**config.mk**
```make
export PLATFORM = sky130hd
export DESIGN_NAME = axi_request_arbiter_flat
export DESIGN_NICKNAME = d
export VERILOG_FILES = /design/src/rtl/axi_request_arbiter_if.sv /design/src/rtl/axi_request_arbiter.sv /design/src/flat_wrapper.sv
export SDC_FILE = /design/constraint.sdc
export NUM_CORES = 1
export LEC_CHECK = 0
export CAP_MARGIN = 10
export CORE_AREA = 2 2 117 119
export DETAILED_ROUTE_END_ITERATION = 6
export DIE_AREA = 0 0 119 121
export PLACE_DENSITY = 0.61
export SYNTH_ARGS = -nofsm -noshare
export SYNTH_HDL_FRONTEND = slang
export SYNTH_SLANG_ARGS = --single-unit
```
**constraint.sdc**
```tcl
create_clock -name clk -period 2.4 [get_ports clk]
set_input_delay 0.48 -clock clk [delete_from_list [all_inputs] [get_ports clk]]
set_output_delay 0.48 -clock clk [all_outputs]
set_load 0.005 [all_outputs]
```
**src/rtl/axi_request_arbiter_if.sv**
```systemverilog
// axi_request_arbiter_if: bundles the two requester handshakes, the single
// downstream port toward axi_controller, and the arbiter status outputs.
//   r0_* / r1_*  : fetch (0) and load/store (1) request handshakes
//   m_*          : muxed handshake toward axi_controller
//   grant, err   : one-hot current owner, protocol-violation pulse
// Modport slave is the arbiter's view; master is the surrounding logic's view.
interface axi_request_arbiter_if #(
  parameter int ADDR_W = 32,
  parameter int DATA_W = 32
);
  logic              r0_read, r0_write, r0_done, r0_ready;
  logic [ADDR_W-1:0] r0_addr;
  logic [DATA_W-1:0] r0_store, r0_load;
  logic              r1_read, r1_write, r1_done, r1_ready;
  logic [ADDR_W-1:0] r1_addr;
  logic [DATA_W-1:0] r1_store, r1_load;
  logic              m_read, m_write, m_done, m_ready;
  logic [ADDR_W-1:0] m_addr;
  logic [DATA_W-1:0] m_store, m_load;
  logic [1:0]        grant;
  logic              err;

  modport slave (
    input  r0_read, r0_write, r0_addr, r0_store, r0_done,
    input  r1_read, r1_write, r1_addr, r1_store, r1_done,
    input  m_ready, m_load,
    output r0_ready, r0_load, r1_ready, r1_load,
    output m_read, m_write, m_addr, m_store, m_done,
    output grant, err
  );

  modport master (
    output r0_read, r0_write, r0_addr, r0_store, r0_done,
    output r1_read, r1_write, r1_addr, r1_store, r1_done,
    output m_ready, m_load,
    input  r0_ready, r0_load, r1_ready, r1_load,
    input  m_read, m_write, m_addr, m_store, m_done,
    input  grant, err
  );
endinterface

```
**src/rtl/axi_request_arbiter.sv**
```systemverilog
// axi_request_arbiter: round-robin arbiter between instruction fetch (r0) and
// data load/store (r1) in front of a single axi_controller port.
//   clk  : system clock, rising edge
//   rst  : asynchronous active-high reset
//   bus  : axi_request_arbiter_if.slave (requesters, m_* port, grant, err)
// A grant is held until m_ready && done of the owner; the downstream
// handshake is a pure combinational mux of the owner's signals.
module axi_request_arbiter #(
  parameter int ADDR_W = 32,
  parameter int DATA_W = 32
) (
  input  logic                 clk,
  input  logic                 rst,
  axi_request_arbiter_if.slave bus
);
  // State encoding doubles as the one-hot grant output.
  typedef enum logic [1:0] {IDLE = 2'b00, GNT0 = 2'b01, GNT1 = 2'b10} state_t;

  state_t state, state_nxt;
  logic   v0, v1, ill0, ill1, ill0_q, ill1_q;
  logic   last, drop_seen, err_q, done_hit, dropped;

  assign v0   = bus.r0_read ^ bus.r0_write;
  assign v1   = bus.r1_read ^ bus.r1_write;
  assign ill0 = bus.r0_read & bus.r0_write;
  assign ill1 = bus.r1_read & bus.r1_write;

  assign done_hit = bus.m_ready & (((state == GNT0) & bus.r0_done) |
                                   ((state == GNT1) & bus.r1_done));
  assign dropped  = ((state == GNT0) & ~bus.r0_read & ~bus.r0_write) |
                    ((state == GNT1) & ~bus.r1_read & ~bus.r1_write);

  // State register
  always_ff @(posedge clk or posedge rst) begin
    if (rst) state <= IDLE;
    else     state <= state_nxt;
  end

  // Next state: on completion hand off directly if the other side waits,
  // otherwise fall back to IDLE (never re-grant the same requester directly).
  always_comb begin
    state_nxt = state;
    case (state)
      IDLE: begin
        if (v0 && v1)  state_nxt = last ? GNT0 : GNT1;
        else if (v0)   state_nxt = GNT0;
        else if (v1)   state_nxt = GNT1;
      end
      GNT0: if (bus.m_ready && bus.r0_done) state_nxt = v1 ? GNT1 : IDLE;
      GNT1: if (bus.m_ready && bus.r1_done) state_nxt = v0 ? GNT0 : IDLE;
      default: state_nxt = IDLE;
    endcase
  end

  // Round-robin pointer and error bookkeeping. An illegal request pulses err
  // only on its first cycle; a dropped grant pulses once per grant.
  always_ff @(posedge clk or posedge rst) begin
    if (rst) begin
      last      <= 1'b1;
      drop_seen <= 1'b0;
      ill0_q    <= 1'b0;
      ill1_q    <= 1'b0;
      err_q     <= 1'b0;
    end else begin
      ill0_q <= ill0;
      ill1_q <= ill1;
      err_q  <= (ill0 & ~ill0_q) | (ill1 & ~ill1_q) | (dropped & ~drop_seen);
      if (done_hit) begin
        last      <= (state == GNT1);
        drop_seen <= 1'b0;
      end else if (dropped) begin
        drop_seen <= 1'b1;
      end
    end
  end

  // Output mux: everything is zero unless a grant is held.
  always_comb begin
    bus.m_read   = 1'b0;
    bus.m_write  = 1'b0;
    bus.m_addr   = '0;
    bus.m_store  = '0;
    bus.m_done   = 1'b0;
    bus.r0_ready = 1'b0;
    bus.r0_load  = '0;
    bus.r1_ready = 1'b0;
    bus.r1_load  = '0;
    case (state)
      GNT0: begin
        bus.m_read   = bus.r0_read;
        bus.m_write  = bus.r0_write;
        bus.m_addr   = bus.r0_addr;
        bus.m_store  = bus.r0_store;
        bus.m_done   = bus.r0_done;
        bus.r0_ready = bus.m_ready;
        bus.r0_load  = bus.m_load;
      end
      GNT1: begin
        bus.m_read   = bus.r1_read;
        bus.m_write  = bus.r1_write;
        bus.m_addr   = bus.r1_addr;
        bus.m_store  = bus.r1_store;
        bus.m_done   = bus.r1_done;
        bus.r1_ready = bus.m_ready;
        bus.r1_load  = bus.m_load;
      end
      default: ;
    endcase
  end

  assign bus.grant = state;
  assign bus.err   = err_q;
endmodule
```
**src/flat_wrapper.sv**
```systemverilog
// flat-port wrapper written by rule: the top's interface ports become plain ports
module axi_request_arbiter_flat 
#(
  parameter int ADDR_W = 32,
  parameter int DATA_W = 32
)
  (clk, rst, bus_r0_read, bus_r0_write, bus_r0_addr, bus_r0_store, bus_r0_done, bus_r1_read, bus_r1_write, bus_r1_addr, bus_r1_store, bus_r1_done, bus_m_ready, bus_m_load, bus_r0_ready, bus_r0_load, bus_r1_ready, bus_r1_load, bus_m_read, bus_m_write, bus_m_addr, bus_m_store, bus_m_done, bus_grant, bus_err);
  axi_request_arbiter_if #(.ADDR_W(ADDR_W), .DATA_W(DATA_W)) bus_i ();
  input  logic clk;
  input  logic rst;
  input wire logic [$bits(bus_i.r0_read)-1:0] bus_r0_read;
  input wire logic [$bits(bus_i.r0_write)-1:0] bus_r0_write;
  input wire logic [$bits(bus_i.r0_addr)-1:0] bus_r0_addr;
  input wire logic [$bits(bus_i.r0_store)-1:0] bus_r0_store;
  input wire logic [$bits(bus_i.r0_done)-1:0] bus_r0_done;
  input wire logic [$bits(bus_i.r1_read)-1:0] bus_r1_read;
  input wire logic [$bits(bus_i.r1_write)-1:0] bus_r1_write;
  input wire logic [$bits(bus_i.r1_addr)-1:0] bus_r1_addr;
  input wire logic [$bits(bus_i.r1_store)-1:0] bus_r1_store;
  input wire logic [$bits(bus_i.r1_done)-1:0] bus_r1_done;
  input wire logic [$bits(bus_i.m_ready)-1:0] bus_m_ready;
  input wire logic [$bits(bus_i.m_load)-1:0] bus_m_load;
  output wire logic [$bits(bus_i.r0_ready)-1:0] bus_r0_ready;
  output wire logic [$bits(bus_i.r0_load)-1:0] bus_r0_load;
  output wire logic [$bits(bus_i.r1_ready)-1:0] bus_r1_ready;
  output wire logic [$bits(bus_i.r1_load)-1:0] bus_r1_load;
  output wire logic [$bits(bus_i.m_read)-1:0] bus_m_read;
  output wire logic [$bits(bus_i.m_write)-1:0] bus_m_write;
  output wire logic [$bits(bus_i.m_addr)-1:0] bus_m_addr;
  output wire logic [$bits(bus_i.m_store)-1:0] bus_m_store;
  output wire logic [$bits(bus_i.m_done)-1:0] bus_m_done;
  output wire logic [$bits(bus_i.grant)-1:0] bus_grant;
  output wire logic [$bits(bus_i.err)-1:0] bus_err;
  assign bus_i.r0_read = bus_r0_read;
  assign bus_i.r0_write = bus_r0_write;
  assign bus_i.r0_addr = bus_r0_addr;
  assign bus_i.r0_store = bus_r0_store;
  assign bus_i.r0_done = bus_r0_done;
  assign bus_i.r1_read = bus_r1_read;
  assign bus_i.r1_write = bus_r1_write;
  assign bus_i.r1_addr = bus_r1_addr;
  assign bus_i.r1_store = bus_r1_store;
  assign bus_i.r1_done = bus_r1_done;
  assign bus_i.m_ready = bus_m_ready;
  assign bus_i.m_load = bus_m_load;
  assign bus_r0_ready = bus_i.r0_ready;
  assign bus_r0_load = bus_i.r0_load;
  assign bus_r1_ready = bus_i.r1_ready;
  assign bus_r1_load = bus_i.r1_load;
  assign bus_m_read = bus_i.m_read;
  assign bus_m_write = bus_i.m_write;
  assign bus_m_addr = bus_i.m_addr;
  assign bus_m_store = bus_i.m_store;
  assign bus_m_done = bus_i.m_done;
  assign bus_grant = bus_i.grant;
  assign bus_err = bus_i.err;
  axi_request_arbiter #(.ADDR_W(ADDR_W), .DATA_W(DATA_W)) u_core (.clk(clk), .rst(rst), .bus(bus_i));
endmodule
```
==> summary.md <==
| Metric | Value |
|---|---|
| Outcome | `completed` |
| Area grow syn2layout | `217.8%` |
| Slew Viols, Final | `0` |
| Die Ht | `121 um` |
| Setup-failing EPs final | `0` |
| CP Max Fanout | `6` |
| Placed cell areas | `5206 um^2` |
| Ant. Diodes | `0` |
| Tcrit/Tclk final | `97.09%` |
| CTS Sinks | `7` |
| Total GRT Usage | `14.00%` |
| Distinct cells, synth | `22` |
| Sequential share of power | `3.6%` |
| First-pass GRT wire length | `16.44 mm` |
| Max-slew headroom | `74.27%` |
| Simple-gate share of the synthesized area | `46.67%` |
| Worst path cell trace | `buf_4 > ha_4 > buf_4 > clkbuf_16 > buf_4 > a22oi_2 > nor2b_1 > dlymetal6s2s_1` |
| Dominant synthesized flop cell | `dfrtp_1` |
| Fin. Hold Viols | `0` |
| Antenna Nets Post-Route | `0` |
| Post-layout min period | `2.330 ns` |
| Slew @ Worst Pin | `0.3850 ns` |
| Iteration-0 DRC count of the detailed router | `112` |
| Peak VDD IR | `460.9 uV` |
| Final instance area | `6025 um^2` |
| Layout Nets | `757` |
| Global placement routability congestion | `0.8150` |
| HP Class | `in -> async` |
| CTS tree | `yes` |
| Adder-Cell Fraction of Synth Area | `4.620%` |
| CP Launch Type | `register` |
| Top-count cell post-synth | `nor2b_1` |
| I/O pin total | `305` |
| Hold slack | `0.4805 ns` |
| Power Density | `841.0 nW/um^2` |
| Clock group share of total power | `5.6%` |
| Post-synth EDFFs | `0` |
| CP max-delay cell | `dfrtp_1` |
| Yosys warns | `0` |
| # Max-Cap Violations | `0` |
| Vias | `3281` |
| Int Pwr | `0.003160 W` |
| Number of global-route vias before repair | `3189` |
| Die area | `14400 um^2` |
| #FFs+latches synth | `7` |
| Post-Synthesis Cells | `270` |
| Commonest cells post-synth | `nor2b_1, a22oi_1, and2_1` |
| Crit end category | `output port` |
| TritonRoute pass-1 iters | `4` |
| Post-DR wirelength/cell | `17.78 um` |
| DP HPWL | `9.122 mm` |
| XOR/XNOR Fraction of Synth Area | `0%` |
| Fmax | `429.2 MHz` |
| GR Overflow Total | `0` |
| Sequential-to-total area share from yosys stat | `9.307%` |
| Rows | `42` |
| Mux cell area share after synthesis | `0.5941%` |
| Compound-Gate Fraction of Synth Area | `31.02%` |
| Largest net degree at the start of global routing | `56` |
| CTS H-tree depth | `1` |
| Critical Path RT | `1.92 ns` |
| CP Data Arrival Time | `1.85 ns` |
| Buffers on Ports | `304` |
| CTS root buffer | `clkbuf_16` |
| Num CTS Buffers | `3` |
| Die width | `119 um` |
| P_leak | `3.510 nW` |
| Antenna violations before repair | `0` |
| Synthesized Nets | `446` |
| Async SR Flop Fraction | `100.0%` |
| Setup Skew | `0.0003323 ns` |
| Layout cell share with drive strength beyond 1 | `11.38%` |
| Area leader, netlist | `a22oi_1` |
| Combinational share of power | `90.8%` |
| Final wirelength | `13.44 mm` |
| Area share of the largest cell type after synthesis | `26.93%` |
| P_sw | `0.001907 W` |
| Later-pin clock latency in the skew report | `0.23 ns` |
| Maximum root-to-sink buffer count | `2` |
| Largest stage delay, worst path | `0.37 ns` |
| Synth area leaders | `a22oi_1, nor2b_1, and2_1` |
| Crit Path Category | `reg -> out` |
| Sw frac | `37.63%` |
| Syn Area/Cell | `7.021 um^2` |
| Via-to-Cell Ratio | `4.340` |
| Residual DRC | `0` |
| Core area | `13090 um^2` |
| Critical path's most frequent cell | `buf_4` |
| Clk slew on worst S/H paths | `0.04 ns` |
| Initial Util | `14.49%` |
| Largest family of logic cells by synthesized area | `simple AND/OR/NAND/NOR gates` |
| Post-Syn Area | `1896 um^2` |
==> critical path, delay by kind of cell (launching register included) <==
family,cells,cell delay [ns]
flip-flops,1,0.37
AO/OA/AOI/OAI,1,0.20
adder cells (fa/ha/maj),1,0.21
AND/OR/NAND/NOR,1,0.07
buffers and inverters,5,0.76
==> per-stage QoR <==
step                      utilization [%]  worst slack (ns)  instances  setup TNS [ns]  total power (W)
after CTS                           40.66          -0.04594        735         -0.3106         0.004386
after global routing                46.04        -0.0009288        756      -0.0009288         0.005405
after floorplan                         -            0.5211        270               0         0.001830
final                               46.04           0.06988        756               0         0.005067
after detailed placement            39.79            0.1291        730               0         0.004012
after global placement              39.79            0.1229        730               0         0.003984
==> power groups by stage <==
stage	combinational (W)	sequential (W)	clock (W)
2_1_floorplan	0.00164	0.000191	0
3_3_place_gp	0.00380	0.000181	0
3_5_place_dp	0.00383	0.000181	0
4_1_cts	0.00392	0.000181	0.000284
5_1_grt	0.00493	0.000189	0.000291
6_report	0.00460	0.000184	0.000282
==> final timing paths <==
path	startpoint	endpoint	slack [ns]	cells past startpoint
max in group asynchronous	rst	u_core.last	1.65	2
worst max register to register	u_core.bus.grant[1]	u_core.bus.grant[0]	0.39	8
worst max-delay path	u_core.bus.grant[0]	bus_m_store[9]	0.07	8
worst min register to register	u_core.ill1_q	u_core.bus.err	0.50	1
worst min-delay path	rst	u_core.bus.err	0.48	2
min in group clk	u_core.ill1_q	u_core.bus.err	0.50	1
==> state kept, by name (all words and copies together), names as in the netlist <==
name	count
u_core.bus.grant	2
u_core.bus.err	1
u_core.drop_seen	1
u_core.ill0_q	1
u_core.ill1_q	1
u_core.last	1
==> cell type report <==
| cell class | count | area, um^2 |
|---|---|---|
| clock buffer | 4 | 78.83 |
| timing repair buffer | 335 | 3785 |
| inverter | 6 | 22.52 |
| multi-input combinational | 228 | 1742 |
| sequential | 7 | 176.4 |
| tap | 176 | 220.2 |
| fill | 1225 | 7061 |
==> logic make-up after synthesis <==
kind of cell,after synthesis
AND/OR/NAND/NOR,142
AO/OA/AOI/OAI,78
buffers and inverters,35
adder cells (fa/ha/maj),7
flip-flops,7
multiplexers,1
==> cells in the final DEF, fill, tap and decap left out, types with 3 or more instances in the layout <==
master             n
a22oi_1           44
a22oi_2           24
and2_1            66
buf_12             9
buf_4              9
buf_6              3
clkbuf_16         11
clkdlybuf4s50_1  216
dfrtp_1            6
dlygate4sd2_1      4
dlymetal6s2s_1    84
ha_1               3
ha_4               4
inv_1              4
nand2b_1           3
nor2b_1           69
==> metal layers <==
metal	GRT usage, %	part of all wire [%]	vias up
met3	3.994	9.3	16
met4	2.381	1.8	0
met5	0	0	-
met1	15.44	36	1498
met2	26.83	53	200
li1	-	-	1567
==> what timing repair did <==
action / 4_1_cts / 5_1_grt
gates cloned: 1 / 10
resized for setup: 8 / 113
buffers inserted: 0 / 11
setup endpoints to repair: 71 / 71
hold buffers: 0 / 0
pin swaps: 0 / 4
Note: power is estimated with default switching activity, not from simulation.
